### config.mk
export PLATFORM = sky130hd
export DESIGN_NAME = dct_transpose_ctrl
export DESIGN_NICKNAME = d
export VERILOG_FILES = /design/src/rtl/jpeg_ctrl_pkg.sv /design/src/rtl/tctl_out_slot.sv /design/src/rtl/dct_transpose_ctrl.sv
export SDC_FILE = /design/constraint.sdc
export NUM_CORES = 1
export LEC_CHECK = 0
export BUFFER_PORTS_ARGS = -buffer_cell sky130_fd_sc_hd__clkbuf_2
export CAP_MARGIN = 15
export CORE_UTILIZATION = 30
export CTS_CLUSTER_DIAMETER = 60
export CTS_CLUSTER_SIZE = 12
export DETAILED_ROUTE_END_ITERATION = 7
export HOLD_SLACK_MARGIN = 0.05
export SYNTH_ARGS = -nofsm -noshare
export SYNTH_HDL_FRONTEND = slang
export SYNTH_HIERARCHICAL = 1
export SYNTH_SLANG_ARGS = --single-unit
### constraint.sdc
create_clock -name clk -period 1.5 [get_ports clk]
set_input_delay 0.375 -clock clk [delete_from_list [all_inputs] [get_ports clk]]
set_output_delay 0.375 -clock clk [all_outputs]
set_load 0.03 [all_outputs]
### src/rtl/jpeg_ctrl_pkg.sv
// Shared constants and types for the JPEG accelerator control blocks.
package jpeg_ctrl_pkg;

  localparam int N_LINES = 8;
  localparam int IDX_W   = 3;

  typedef enum logic {
    FILL  = 1'b0,
    DRAIN = 1'b1
  } tctl_state_t;

  typedef logic [IDX_W-1:0] line_idx_t;

  localparam line_idx_t LAST_IDX = line_idx_t'(N_LINES - 1);

  // Row/column counter advance with wrap after the last line of a block.
  function automatic line_idx_t idx_next(input line_idx_t idx);
    line_idx_t nxt;
    if (idx == LAST_IDX) begin
      nxt = '0;
    end else begin
      nxt = idx + line_idx_t'(1);
    end
    return nxt;
  endfunction

endpackage

### src/rtl/tctl_out_slot.sv
// One-deep output slot: gates buffer reads so the registered data_out is never
// overwritten before the downstream stage consumes it.
module tctl_out_slot (
  input  logic clk,
  input  logic rst,
  input  logic rd_en,
  input  logic rd_last,
  input  logic out_ready,
  output logic t_rd,
  output logic out_valid,
  output logic out_last
);

  logic out_valid_r;
  logic out_last_r;

  // Read strobe: slot empty, or the held column leaves this cycle.
  always_comb begin
    t_rd      = rd_en & (~out_valid_r | out_ready);
    out_valid = out_valid_r;
    out_last  = out_last_r;
  end

  // Slot occupancy and last-column flag; a new read wins over a consume.
  always_ff @(posedge clk) begin
    if (rst) begin
      out_valid_r <= 1'b0;
      out_last_r  <= 1'b0;
    end else if (t_rd) begin
      out_valid_r <= 1'b1;
      out_last_r  <= rd_last;
    end else if (out_ready) begin
      out_valid_r <= 1'b0;
      out_last_r  <= 1'b0;
    end else begin
      out_valid_r <= out_valid_r;
      out_last_r  <= out_last_r;
    end
  end

endmodule

### src/rtl/dct_transpose_ctrl.sv
// Transpose-buffer sequencer between the row-DCT and column-DCT stages.
// Define DCT_TRANSPOSE_DOUBLE_BUF_EN for ping-pong operation over two banks.
module dct_transpose_ctrl
  import jpeg_ctrl_pkg::*;
(
  input  logic             clk,
  input  logic             rst,
  input  logic             flush,
  input  logic             in_valid,
  output logic             in_ready,
  output logic             t_wr,
  output logic [IDX_W-1:0] t_wr_row,
  output logic             t_wr_bank,
  output logic             t_rd,
  output logic [IDX_W-1:0] t_rd_col,
  output logic             t_rd_bank,
  output logic             out_valid,
  input  logic             out_ready,
  output logic             out_last,
  output logic             block_done,
  output logic             busy
);

  logic      clr_s;
  logic      rd_en_s;
  logic      wr_last_s;
  logic      rd_last_s;
  line_idx_t wr_row_r;
  line_idx_t rd_col_r;

`ifdef DCT_TRANSPOSE_DOUBLE_BUF_EN
  logic [1:0] full_r;
  logic [1:0] full_nxt_s;
  logic       wr_bank_r;
  logic       rd_bank_r;
`else
  tctl_state_t state_r;
`endif

  // Handshake strobes and status decoded from the current phase.
  always_comb begin
    clr_s     = rst | flush;
    wr_last_s = (wr_row_r == LAST_IDX);
    rd_last_s = (rd_col_r == LAST_IDX);
`ifdef DCT_TRANSPOSE_DOUBLE_BUF_EN
    in_ready  = ~full_r[wr_bank_r];
    rd_en_s   = full_r[rd_bank_r];
    t_wr_bank = wr_bank_r;
    t_rd_bank = rd_bank_r;
    busy      = (|full_r) | out_valid | (wr_row_r != '0);
`else
    in_ready  = (state_r == FILL);
    rd_en_s   = (state_r == DRAIN);
    t_wr_bank = 1'b0;
    t_rd_bank = 1'b0;
    busy      = (state_r == DRAIN) | out_valid | (wr_row_r != '0);
`endif
    t_wr       = in_valid & in_ready;
    t_wr_row   = wr_row_r;
    t_rd_col   = rd_col_r;
    block_done = out_valid & out_ready & out_last;
  end

  // Row and column index counters.
  always_ff @(posedge clk) begin
    if (clr_s) begin
      wr_row_r <= '0;
      rd_col_r <= '0;
    end else begin
      if (t_wr) begin
        wr_row_r <= idx_next(wr_row_r);
      end else begin
        wr_row_r <= wr_row_r;
      end
      if (t_rd) begin
        rd_col_r <= idx_next(rd_col_r);
      end else begin
        rd_col_r <= rd_col_r;
      end
    end
  end

`ifdef DCT_TRANSPOSE_DOUBLE_BUF_EN
  // Bank full flags; the drain-complete clear is applied last so it wins.
  always_comb begin
    full_nxt_s = full_r;
    if (t_wr & wr_last_s) begin
      full_nxt_s[wr_bank_r] = 1'b1;
    end else begin
      full_nxt_s[wr_bank_r] = full_r[wr_bank_r];
    end
    if (t_rd & rd_last_s) begin
      full_nxt_s[rd_bank_r] = 1'b0;
    end else begin
      full_nxt_s[rd_bank_r] = full_nxt_s[rd_bank_r];
    end
  end

  // Bank pointers advance on completed fill / completed drain.
  always_ff @(posedge clk) begin
    if (clr_s) begin
      full_r    <= 2'b00;
      wr_bank_r <= 1'b0;
      rd_bank_r <= 1'b0;
    end else begin
      full_r    <= full_nxt_s;
      wr_bank_r <= (t_wr & wr_last_s) ? ~wr_bank_r : wr_bank_r;
      rd_bank_r <= (t_rd & rd_last_s) ? ~rd_bank_r : rd_bank_r;
    end
  end
`else
  // Single-bank FILL/DRAIN alternation.
  always_ff @(posedge clk) begin
    if (clr_s) begin
      state_r <= FILL;
    end else begin
      case (state_r)
        FILL:    state_r <= (t_wr & wr_last_s) ? DRAIN : FILL;
        DRAIN:   state_r <= (t_rd & rd_last_s) ? FILL : DRAIN;
        default: state_r <= FILL;
      endcase
    end
  end
`endif

  tctl_out_slot u_out_slot (
    .clk       (clk),
    .rst       (clr_s),
    .rd_en     (rd_en_s),
    .rd_last   (rd_last_s),
    .out_ready (out_ready),
    .t_rd      (t_rd),
    .out_valid (out_valid),
    .out_last  (out_last)
  );

endmodule

Word level (Yosys, flattened, before mapping)
Cells that the tools add are included.
Word-level totals
  input bits: 5
  word-level logic and storage cells: 31
  output and inout bits: 15
  register bits: 9
Operators by class
  add/sub/neg operators: 2
  bitwise gates (word level): 12
  equal/unequal tests: 2
  muxes and demuxes: 8
  reduce and logical (&&, ||, !) cells: 2
Operators by type and width (count)
  $add 3x1->3 const B: 2
  $and 1x1->1: 6
  $eq 3x3->1 const B: 2
  $mux 3: 2
  $mux 1: 5
  $or 1x1->1: 4
  $reduce_bool 3->1: 1
  $not 1->1: 2
  $pmux 1 s2: 1
  $reduce_bool 2->1: 1

Logic depth before layout (Yosys ltp)
Gate-level depths: netlist of run 1.
  depth after elaboration: 6
  depth in mapped cells: 5
  mapped depth without buffers: 5

Modules after synthesis
Netlist of run 1, hierarchy kept.
Modules (own cells, without submodules)
  dct_transpose_ctrl: instances 1, cells an instance 44, area an instance 396.6 um^2
  tctl_out_slot: instances 1, cells an instance 10, area an instance 96.3 um^2

Least setup slack after synthesis of run 1
Ideal clock, no wire load.
  path type: register -> output
  start: register wr_row_r[0] (netlist: t_wr_row[0])
  end: output port busy
  cell stages (with the launch flop): 4
  arrival time: 1232 ps
  slack: -107 ps
  required time: 1125 ps
  cell sequence: dfxtp_1 inv_1 ha_1 or4b_1
On the way
  word-level cells in the longest chain between the ends: 2
Ends and longest elaborated chain
  start, declared: line dct_transpose_ctrl.sv:28  | line_idx_t wr_row_r;
  start signal, assigned: line dct_transpose_ctrl.sv:71  | wr_row_r <= idx_next(wr_row_r);
  start signal, assigned: line dct_transpose_ctrl.sv:73  | wr_row_r <= wr_row_r;
  $reduce_bool 3->1: line dct_transpose_ctrl.sv:56  | busy = (state_r == DRAIN) | out_valid | (wr_row_r != '0);
  $or 1x1->1: line dct_transpose_ctrl.sv:56
  end, declared: line dct_transpose_ctrl.sv:21  | output logic busy
Every way passes these cells.

Worst setup path in the final report of run 1
Same ends and word-level chain as after synthesis.

==> impl_metrics.yaml, run 1 <==
worst_hold_path:
  min_from: "out_ready"
  min_path_type: "in -> reg"
  hold_depth: 3
  whs_endpoint: "u_out_slot/out_last"
drt:
  wire_per_inst_um: 9.60
  ant_nets: 0
  vias: 427
  drc_errors: 0
  firstDrtPassIters: 2
  drt-initial-drc-count: 10
  wl_um: 931
  vias_per_cell: 4.40
worst_setup_path:
  rr_worst_depth: 6
  regToRegSetupSlack_ns: 0.20
  crit_path_max_incr_delay_ns: 0.46
  path_class: "reg -> out"
  r2r_end: "t_rd_col[2]"
  rr_startpoint: "u_out_slot/out_valid"
  startpoint: "t_wr_row[0]"
  start_kind: "flip-flop"
  critPathArrivalTime_ns: 1.37
  critPathMaxFanout: 2
  path_cells: "inv_1, ha_1, or4b_4, buf_8"
  slowest_stage: "or4b_4"
  cp-end-kind: "output port"
  crit_required_ns: 1.12
clock_network:
  cts.htree.levels: 1
  ctsHoldBuffers: 0
  clock-sinks: 9
  cts_buffers: 3
  cts_buffer_depth: 2
  cts_tree: "done"
  clk_pin_slew_ns: 0.06
  clk_latency_ns: 0.26
  cts-root-buf: "clkbuf_4"
timing:
  whs_ns: 0.448
  fmax_ghz: 0.573
  skew_ns: 0.00347
  period_needed_ns: 1.75
  rsz0062_at_grt: "yes"
  maxSlewViolCount: 0
  hold_viol_final: 0
  setup_viol: 1
  setup_ws_ns: -0.246
  fin_crit_sh_pct: 116
  tns_ns: -0.246
pwr:
  power.leakage_nw: 0.354
  pwr-share-seq_pct: 49.8
  power_density_nw_per_um2: 693
  p_clk_share_pct: 38.8
  p_sw_share_pct: 24.4
  p_switching_mw: 0.119
  p_total_mw: 0.486
  p_int_mw: 0.367
  comb_power_share_pct: 11.5
  irDropWorstVdd_uv: 487
placed_design:
  placedInstanceArea_um2: 626
  gp_congestion: 0.649
  hpwl_um: 701
  portBuffers: 17
  placed_cells: 90
  post-place-ws_ns: 0.00842
finish:
  fin_area_um2: 701
  area_growth_syn_to_layout_pct: 42.1
  antenna_cells: 0
  fillCellCount: 160
  drive_above_1_share_pct: 44.4
  fin_util_pct: 46.0
  nets: 93
  stdcell_count: 97
floorplanning:
  rows: 14
  core_um2: 1520
  die_h_um: 42.5
  start_util_pct: 32.3
  dieArea_um2: 1810
  die_w_um: 42.5
  design.portCount: 20
global_routing:
  grt_first_pass_wirelength_mm: 1.52
  gr-total-overflow: 0
  grt.total_usage_pct: 11.6
  grt_max_degree: 10
  grt_pass1_vias: 376
  antenna_found_initial: 0
synth:
  synth_top_area_share_pct: 36.5
  syn_inst: 54
  seq_area_frac_synth_pct: 36.5
  ys_seq_elements: 9
  yosysWarnings: 6
  synth_top_area_cell: "dfxtp_1"
  ys_top_cells_by_area: "dfxtp_1 (37%), ha_1 (15%), mux2i_1 (8.1%)"
  synthesis.area_um2: 493
  ys_types: 20
  avgSynthCellArea_um2: 9.13
status:
  violations: "negative setup slack"
  status: "finished with violations"
run:
  maxCapViolations: 0
[cell usage in the layout, fill, tap and decap left out]
master / netlist / final
or2_1: 1 / 1
or4b_4: 0 / 1
dfxtp_2: 0 / 3
buf_8: 0 / 2
clkbuf_4: 0 / 3
nor2_1: 9 / 9
ha_1: 6 / 6
clkbuf_1: 0 / 1
and2b_2: 1 / 1
a22oi_1: 1 / 1
conb_1: 1 / 2
nand2_1: 2 / 2
inv_1: 4 / 4
a21oi_1: 3 / 3
and3_1: 1 / 1
nor2b_2: 0 / 1
nor2b_4: 1 / 1
nand2b_1: 1 / 1
mux2i_1: 4 / 4
nand3b_1: 3 / 3
nor3b_1: 1 / 1
clkbuf_2: 0 / 14
dfxtp_1: 9 / 6
buf_4: 3 / 10
[what timing repair did]
action / CTS / global route
resized for setup: 5 / 6
cloned: 0 / 0
setup buffers: 3 / 0
setup endpoints to repair: 2 / 3
pin swaps: 0 / 0
[layout make-up]
type / count / area, µm² / area share (%)
clock buffer: 4 / 26.3 / 3.75
inverter: 4 / 15.0 / 2.14
multi-input combinational: 38 / 280 / 40.0
sequential: 9 / 184 / 26.2
tap: 16 / 20.0 / 2.86
timing repair buffer: 26 / 175 / 25.0
[worst max-delay path, delay by kind of cell (launching register included)]
family                     cells  cell delay, ns
buffers and inverters          2            0.20
DFF                            1            0.32
and+or+nand+nor                1            0.46
adders and majority gates      1            0.13
[Yosys cell counts (all sizes together)]
library cell,count
nand2b,1
or4b,1
nand3b,3
nor2,9
a22oi,1
nor2b,2
dfxtp,9
inv,4
mux2i,4
or2,1
and3,1
nor3b,1
nand2,2
ha,6
and2b,1
buf,4
conb,1
a21oi,3
[state kept, by name, summed over array words and instances, names as in the netlist]
name	flops
t_wr_row	3
t_rd_col	3
u_out_slot/out_last	1
u_out_slot/out_valid	1
rd_en_s	1
[worst max path at each step]
stage,depth (start not counted),endpoint,slack [ns]
finish,4,busy,-0.25
global placement,4,busy,0.04
global route,4,busy,-0.29
detailed placement,4,busy,0.008
CTS,4,busy,-0.27
floorplan,5,t_rd_col[0],0.02
[layer usage]
| metal | GRT usage, % | up-vias | share of wire [%] |
|---|---|---|---|
| li1 | - | 225 | - |
| met3 | 6.47 | 0 | 5.9 |
| met5 | 0 | - | 0 |
| met2 | 17.8 | 14 | 47 |
| met4 | 3.75 | 0 | 0 |
| met1 | 13.7 | 188 | 47 |
[cells by family (layout without fill, tap and decap cells)]
logic type	Yosys count	count (layout)	synth area share, %
simple gates	22	22	26.1
flops	9	9	36.5
buf+inv	8	34	8.63
fa+ha+maj	6	6	15.2
compound gates	4	4	4.57
mux	4	4	8.12
other cells	1	2	0.761
[power groups by stage]
stage	combinational, mW	sequential, mW	clock (mW)
final	0.0558	0.242	0.188
after global routing	0.0596	0.242	0.208
after CTS	0.0538	0.242	0.195
after detailed placement	0.0510	0.247	0
after global placement	0.0506	0.247	0
after floorplan	0.0356	0.252	0
(Power assumes the default switching activity.)
==> inputs of run 2 (changes only) <==
- CORE_AREA: default -> 2 2 39 41
- CORE_UTILIZATION: 30 -> default
- DIE_AREA: default -> 0 0 41 43
==> impl_metrics.yaml, run 2 (synthesized netlist as in run 1, its figures left out) <==
global_routing:
  grt_first_pass_wirelength_mm: 1.50
  grt.total_usage_pct: 12.6
  grt_pass1_vias: 406
  antenna_found_initial: 0
  gr-total-overflow: 0
  grt_max_degree: 10
clock_network:
  cts-root-buf: "clkbuf_4"
  cts_buffers: 3
  clk_pin_slew_ns: 0.06
  cts.htree.levels: 1
  clk_latency_ns: 0.26
  clock-sinks: 9
  ctsHoldBuffers: 0
  cts_tree: "done"
  cts_buffer_depth: 2
run:
  maxCapViolations: 0
timing:
  setup_viol: 2
  fin_crit_sh_pct: 116
  whs_ns: 0.461
  period_needed_ns: 1.74
  maxSlewViolCount: 0
  fmax_ghz: 0.576
  rsz0062_at_grt: "yes"
  hold_viol_final: 0
  setup_ws_ns: -0.236
  skew_ns: 0.00280
finish:
  drive_above_1_share_pct: 44.3
  antenna_cells: 0
  final_common_cell: "clkbuf_2"
  final_cell_mix: "clkbuf_2 (14), nor2_1 (9), buf_4 (8)"
  fillCellCount: 136
  area_growth_syn_to_layout_pct: 39.3
  ff_latch_area_um2: 184
  stdcell_count: 95
  nets: 91
  multi_input_comb_area_um2: 280
floorplanning:
  die_w_um: 41
  rows: 14
  core_um2: 1380
  design.portCount: 20
  start_util_pct: 35.6
  dieArea_um2: 1760
  die_h_um: 43
drt:
  wire_per_inst_um: 9.91
  firstDrtPassIters: 4
  drc_errors: 0
  wl_um: 941
  vias_per_cell: 4.55
  vias: 432
  drt-initial-drc-count: 7
  ant_nets: 0
worst_setup_path:
  cp-end-kind: "output port"
  regToRegSetupSlack_ns: 0.29
  rr_worst_depth: 5
  startpoint: "t_wr_row[0]"
  start_kind: "flip-flop"
  critPathArrivalTime_ns: 1.36
  rr_startpoint: "u_out_slot/out_valid"
  critPathMaxFanout: 2
  crit_required_ns: 1.12
  r2r_end: "t_rd_col[2]"
  path_class: "reg -> out"
placed_design:
  placed_cells: 90
  portBuffers: 17
  post-place-ws_ns: 0.0168
  gp_congestion: 0.798
  hpwl_um: 743
worst_hold_path:
  hold_depth: 3
  whs_endpoint: "u_out_slot/out_last"
  min_path_type: "in -> reg"
  min_from: "out_ready"
pwr:
  power_density_nw_per_um2: 701
  irDropWorstVdd_uv: 395
  p_total_mw: 0.482
  power.leakage_nw: 0.346
status:
  status: "finished with violations"
  violations: "negative setup slack"
==> run 2: cell count changes in the layout (fill, tap and decap cells not counted), sizes merged <==
cell	change
buf	-2
clkbuf	-1
clkinv	+1
==> run 2: worst max-delay path by stage <==
stage / cells after the start / end
after detailed placement: 4 / busy
after floorplan: 5 / t_rd_col[0]
after global placement: 4 / busy
after CTS: 4 / busy
after global routing: 4 / busy
final: 4 / busy
==> run 2: worst max-delay path: stages (launching register included) <==
cell,delay (ns)
dfxtp_2,0.32
inv_1,0.05
ha_1,0.13
or4b_4,0.46
buf_8,0.15
==> run 2: per-stage QoR <==
stage	utilization, %	TNS [ns]	instance area, µm²
after floorplan	-	0	503
after global routing	49.6	-0.350	687
after CTS	48.6	-0.312	672
after global placement	45.2	0	626
final	49.6	-0.257	687
after detailed placement	45.2	0	626
==> run 2: layout make-up <==
class,count,area share [%]
Inverter,4,2.19
Timing Repair Buffer,24,23.3
Multi-Input combinational cell,38,40.8
Clock inverter,1,0.729
Clock buffer,3,3.28
Sequential cell,9,26.8
Tap cell,16,2.91
==> run 2: per-layer routing <==
layer  wire, µm  vias to the layer above  global-route usage [%]
li1           -                      223                       -
met1        424                      196                    14.9
met2        468                       11                    19.1
met3         35                        2                    1.57
met4         13                        0                    10.0
met5          0                        -                       0
==> run 2: timing repair <==
action	4_1_cts	5_1_grt
buffers inserted	0	1
gates resized for setup	5	6
endpoints found under the setup margin	2	3
==> run 2: power by group <==
group | internal, mW | switching [mW]
logic | 0.0235 | 0.0324
clock network | 0.0983 | 0.0856
registers | 0.241 | 0.000822
